File: config.mk
export PLATFORM = sky130hd
export DESIGN_NAME = disp_scan_ctrl
export DESIGN_NICKNAME = d
export VERILOG_FILES = /design/src/rtl/disp_pkg.sv /design/src/rtl/bcd_seg_decode.sv /design/src/rtl/disp_scan_ctrl.sv
export SDC_FILE = /design/constraint.sdc
export NUM_CORES = 1
export LEC_CHECK = 0
export BUFFER_PORTS_ARGS = -buffer_cell sky130_fd_sc_hd__buf_4
export CORE_MARGIN = 2
export CORE_UTILIZATION = 43
export CTS_BUF_LIST = sky130_fd_sc_hd__clkbuf_8
export CTS_CLUSTER_DIAMETER = 60
export DETAILED_ROUTE_END_ITERATION = 12
export PLACE_DENSITY = 0.67
export SYNTH_ARGS = -nofsm -noshare
export SYNTH_HDL_FRONTEND = slang
export SYNTH_SLANG_ARGS = --single-unit
File: constraint.sdc
create_clock -name clk -period 3 [get_ports clk]
set_input_delay 0.45 -clock clk [delete_from_list [all_inputs] [get_ports clk]]
set_output_delay 0.45 -clock clk [all_outputs]
set_load 0.01 [all_outputs]
File: src/rtl/disp_pkg.sv
// disp_pkg: shared constants and state type for the LED display scan controller
package disp_pkg;
    localparam logic [7:0] SEG_BLANK = 8'hFF;
    // Active-low a..g in bits 7..1, dp (bit 0) left dark; entry k is the glyph for BCD k
    localparam logic [9:0][7:0] GLYPHS = {
        8'h09, 8'h01, 8'h1F, 8'h41, 8'h49, 8'h99, 8'h0D, 8'h25, 8'h9F, 8'h03
    };
    typedef enum logic [1:0] {IDLE, BLANK, DRIVE} state_t;
endpackage

File: src/rtl/bcd_seg_decode.sv
// bcd_seg_decode: combinational BCD to active-low a..g decoder, non-BCD codes blank
module bcd_seg_decode
    import disp_pkg::*;
(
    input  logic [3:0] bcd,
    output logic [6:0] seg
);
    assign seg = bcd > 4'd9 ? 7'h7F : GLYPHS[bcd][7:1];
endmodule

File: src/rtl/disp_scan_ctrl.sv
// disp_scan_ctrl: time-multiplexed common-anode scan with ghost blanking,
// leading-zero suppression, decimal points and blink, one frame captured at a time
module disp_scan_ctrl
    import disp_pkg::*;
#(
    parameter int N_DIGITS     = 4,
    parameter int SCAN_DIV     = 50000,
    parameter int BLANK_CYCLES = 500,
    parameter int BLINK_DIV    = 50
) (
    input  logic                  clk,
    input  logic                  rst_n,
    input  logic                  enable,
    input  logic [4*N_DIGITS-1:0] digits_i,
    input  logic [N_DIGITS-1:0]   dp_mask,
    input  logic [N_DIGITS-1:0]   blink_mask,
    input  logic                  lz_blank_en,
    output logic [7:0]            seg_o,
    output logic [N_DIGITS-1:0]   an_o,
    output logic                  frame_tick
);
    localparam int CW = $clog2(SCAN_DIV);
    localparam int IW = N_DIGITS > 1 ? $clog2(N_DIGITS) : 1;
    localparam int FW = BLINK_DIV > 1 ? $clog2(BLINK_DIV) : 1;

    state_t                state;
    logic [CW-1:0]         cnt;
    logic [IW-1:0]         idx;
    logic [FW-1:0]         fcnt;
    logic                  phase;
    logic [4*N_DIGITS-1:0] sh_dig;
    logic [N_DIGITS-1:0]   sh_dp, sh_blink, lz;
    logic                  sh_lz, run, last, tick, show;
    logic [6:0]            glyph;

    // lz[k] is set when digit k and everything above it is zero
    always_comb begin
        run = sh_lz;
        lz = '0;
        for (int k = N_DIGITS - 1; k >= 1; k--) begin
            run = run && sh_dig[4*k +: 4] == 4'd0;
            lz[k] = run;
        end
    end

    bcd_seg_decode u_dec (.bcd(sh_dig[4*idx +: 4]), .seg(glyph));

    assign last = cnt == CW'(SCAN_DIV - 1);
    assign tick = state == DRIVE && last && idx == IW'(N_DIGITS - 1);
    assign show = state == DRIVE && !(phase && sh_blink[idx]);

    always_ff @(posedge clk or negedge rst_n) begin
        if (!rst_n) begin
            state <= IDLE;
            cnt <= '0;
            idx <= '0;
            fcnt <= '0;
            phase <= 1'b0;
            {sh_dig, sh_dp, sh_blink, sh_lz} <= '0;
            seg_o <= SEG_BLANK;
            an_o <= '1;
            frame_tick <= 1'b0;
        end else if (!enable) begin
            state <= IDLE;
            cnt <= '0;
            idx <= '0;
            fcnt <= '0;
            phase <= 1'b0;
            seg_o <= SEG_BLANK;
            an_o <= '1;
            frame_tick <= 1'b0;
        end else begin
            frame_tick <= tick;
            seg_o <= show ? {lz[idx] ? 7'h7F : glyph, ~sh_dp[idx]} : SEG_BLANK;
            an_o <= show ? ~(N_DIGITS'(1) << idx) : '1;
            // Shadow capture only at frame start so a frame never mixes two input words
            if (state == IDLE || tick)
                {sh_dig, sh_dp, sh_blink, sh_lz} <= {digits_i, dp_mask, blink_mask, lz_blank_en};
            if (tick) begin
                fcnt <= fcnt == FW'(BLINK_DIV - 1) ? '0 : fcnt + 1'b1;
                if (fcnt == FW'(BLINK_DIV - 1)) phase <= ~phase;
            end
            case (state)
                IDLE: begin
                    state <= BLANK;
                    cnt <= '0;
                    idx <= '0;
                end
                BLANK: begin
                    cnt <= cnt + 1'b1;
                    if (cnt == CW'(BLANK_CYCLES - 1)) state <= DRIVE;
                end
                default: begin
                    cnt <= last ? '0 : cnt + 1'b1;
                    if (last) begin
                        state <= BLANK;
                        idx <= idx == IW'(N_DIGITS - 1) ? '0 : idx + 1'b1;
                    end
                end
            endcase
        end
    end
endmodule

==> results.sh <==
export IMPL_outcome="complete, no violations"
export IMPL_synth_seq_cells=65
export IMPL_hpwl_um=5560
export IMPL_slew_limit_headroom_pct=36.7
export IMPL_drc=0
export IMPL_worstPathMaxFanout=10
export IMPL_grt_max_degree=66
export IMPL_avgSynthCellArea_um2=9.83
export IMPL_cts_buffers=9
export IMPL_ctsHoldBuffers=0
export IMPL_antenna_cells=0
export IMPL_antenna_found_initial=0
export IMPL_cpPeakStageDelay_ps=630
export IMPL_maxCapViolCount=0
export IMPL_core_area_um2=8220
export IMPL_routedWlPerCell_um=16.7
export IMPL_hold_viol_final=0
export IMPL_fin_crit_ps=2600
export IMPL_drive_gt1_share_pct=21.2
export IMPL_critPathRequiredTime_ps=3240
export IMPL_mappedNetlistArea_um2=3660
export IMPL_synthFlopType="dfrtp_1"
export IMPL_powerDensity_nw_per_um2=515
export IMPL_finalClockSkew_ps=8.67
export IMPL_synth_edff_count=0
export IMPL_p_leak_uw=0.00163
export IMPL_finalSetupTns_ps=0
export IMPL_start_util_pct=44.5
export IMPL_synth_cell_types=51
export IMPL_h_tree_depth=3
export IMPL_portBuffers=40
export IMPL_placementRows=33
export IMPL_setup_viol=0
export IMPL_ant_nets=0
export IMPL_routabilityCongestion=0.814
export IMPL_syn_nets=412
export IMPL_ys_async_sr_fraction_pct=100
export IMPL_rrSetupSlack_ps=400
export IMPL_worstMarginPinSlew_ps=949
export IMPL_start_kind="flip-flop"
export IMPL_nFillCells=772
export IMPL_reg2reg_depth=8
export IMPL_cts_root_buffer="clkbuf_8"
export IMPL_finalNonFillerCells=516
export IMPL_whs_ps=194
export IMPL_use_met3_pct=3.68
export IMPL_cts_tree="done"
export IMPL_insertion_delay_ps=340
export IMPL_fmax_mhz=385
export IMPL_hp_class="in -> async"
export IMPL_critical_path_cell_chain="buf_4 > mux4_2 > inv_1 > ha_1 > nor2_1 > o21ai_0 > o311a_1 > o21ai_0"
export IMPL_crit_family="compound AO/OA/AOI/OAI gates"
export IMPL_slew_viol_final=0
export IMPL_cpMaxStageDelayCell="dfrtp_1"
export IMPL_drt_iter0_markers=184
export IMPL_path_clk_slew_ps=70
export IMPL_fin_nets=446
export IMPL_gr_total_overflow=0
export IMPL_viasPerCell=5.94
export IMPL_track_usage_pct=20.2
export IMPL_die_area_um2=9260
export IMPL_yosysSeqAreaShare_pct=44.9
export IMPL_die_y_um=96.2
export IMPL_layout_commonest_cell="dfrtp_1"
export IMPL_cp_data_arrival_time_ps=2840
export IMPL_path_common_cell="o21ai_0"
export IMPL_vias=3067
export IMPL_area_growth_pct=16.3
export IMPL_layout_common_cells="dfrtp_1, nand2_1, buf_4"
export IMPL_rsz0062_at_grt="false"
export IMPL_firstDrtPassIters=4
export IMPL_grt_busiest_layer="met1"
export IMPL_endpoint_kind="flip-flop"
export IMPL_met2_usage_pct=28.6
export IMPL_cts_repair_resized=0
export IMPL_syn_inst=372
export IMPL_grt_first_pass_wirelength_um=14400
export IMPL_die_w_um=96.2
export IMPL_cts_num_sinks=65
export IMPL_fin_util_pct=51.7
export IMPL_cts_buffer_depth=2
export IMPL_worstSetupPathType="reg -> reg"
export IMPL_fin_crit_sh_pct=86.6
export IMPL_yosysWarnings=0
export IMPL_reg2reg_from="idx[0]"
export IMPL_post_cts_repair_setup_buffers=0
export IMPL_peakVddDrop_mv=0.244
export IMPL_placed_cells=500
export IMPL_critPathBufInv=2
export IMPL_met1_usage_pct=30.1
export IMPL_drt_wl_total_um=8610
export IMPL_worstReg2RegEnd="seg_o[7]"
export IMPL_cp_depth=8
export IMPL_grt_pass1_vias=2926
export IMPL_num_io_pins=41
synthesized netlist by cell type (all sizes together), types with 3 or more instances:
master | n | area [um^2]
a311o | 24 | 240
mux4 | 6 | 135
a21oi | 4 | 20.0
nand2 | 50 | 188
o2bb2ai | 24 | 210
and3 | 3 | 18.8
clkbuf | 21 | 80.1
xnor2 | 11 | 96.3
buf | 5 | 22.5
nor4 | 7 | 43.8
nor2 | 24 | 90.1
dfstp | 12 | 315
inv | 14 | 52.6
nand4 | 6 | 37.5
or3 | 3 | 20.0
nor3 | 32 | 160
dfrtp | 53 | 1330
nand3 | 14 | 70.1
o21ai | 6 | 30.0
or4 | 3 | 26.3
o211ai | 4 | 35.0
nand3b | 3 | 22.5
ha | 12 | 150
cell families after synthesis:
family | count (synthesis) | share of synthesized area, %
compound gates | 81 | 19.1
xor+xnor | 13 | 3.11
fa+ha+maj | 12 | 4.11
buf+inv | 40 | 4.24
flops | 65 | 44.9
mux | 8 | 4.24
simple gates | 153 | 20.3
flip-flops by register name (all words and copies together) (netlist names):
name,cells
fcnt,6
seg_o,8
sh_lz,1
sh_blink,4
an_o,4
cnt,16
state,2
frame_tick,1
sh_dig,16
idx,2
phase,1
sh_dp,4
worst max-delay path by stage:
| stage | from | end | slack, ps |
|---|---|---|---|
| floorplan | idx[0] | seg_o[3] | 690 |
| global placement | idx[0] | seg_o[4] | 540 |
| detailed placement | idx[0] | seg_o[7] | 390 |
| CTS | idx[0] | seg_o[7] | 390 |
| global route | idx[0] | seg_o[7] | 230 |
| finish | idx[0] | seg_o[7] | 400 |
final cells by class:
type	count	area [um^2]	area share, %
inverter	14	52.6	1.24
sequential	65	1640	38.6
tap	105	131	3.09
multi-input combinational	267	1860	43.7
clock inverter	5	47.5	1.12
clock buffer	11	151	3.56
timing repair buffer	49	368	8.65
routing by layer:
layer  vias to the layer above  routed length, um
met5                         -                  0
met4                         0                140
met3                        13                373
met2                        68               3830
met1                      1514               4270
li1                       1472                  -
metrics by stage:
| step | power [uW] | cell area (um^2) | setup slack [ps] |
|---|---|---|---|
| global route | 2310 | 4250 | 229 |
| global placement | 1430 | 4050 | 544 |
| floorplan | 1320 | 3660 | 689 |
| detailed placement | 1450 | 4050 | 395 |
| finish | 2190 | 4250 | 402 |
| CTS | 2210 | 4250 | 387 |
where the power goes:
| group | switching, uW | internal, uW |
|---|---|---|
| combinational | 182 | 190 |
| clock | 335 | 421 |
| sequential | 92.3 | 970 |
Power figures use the tool's default switching activity.
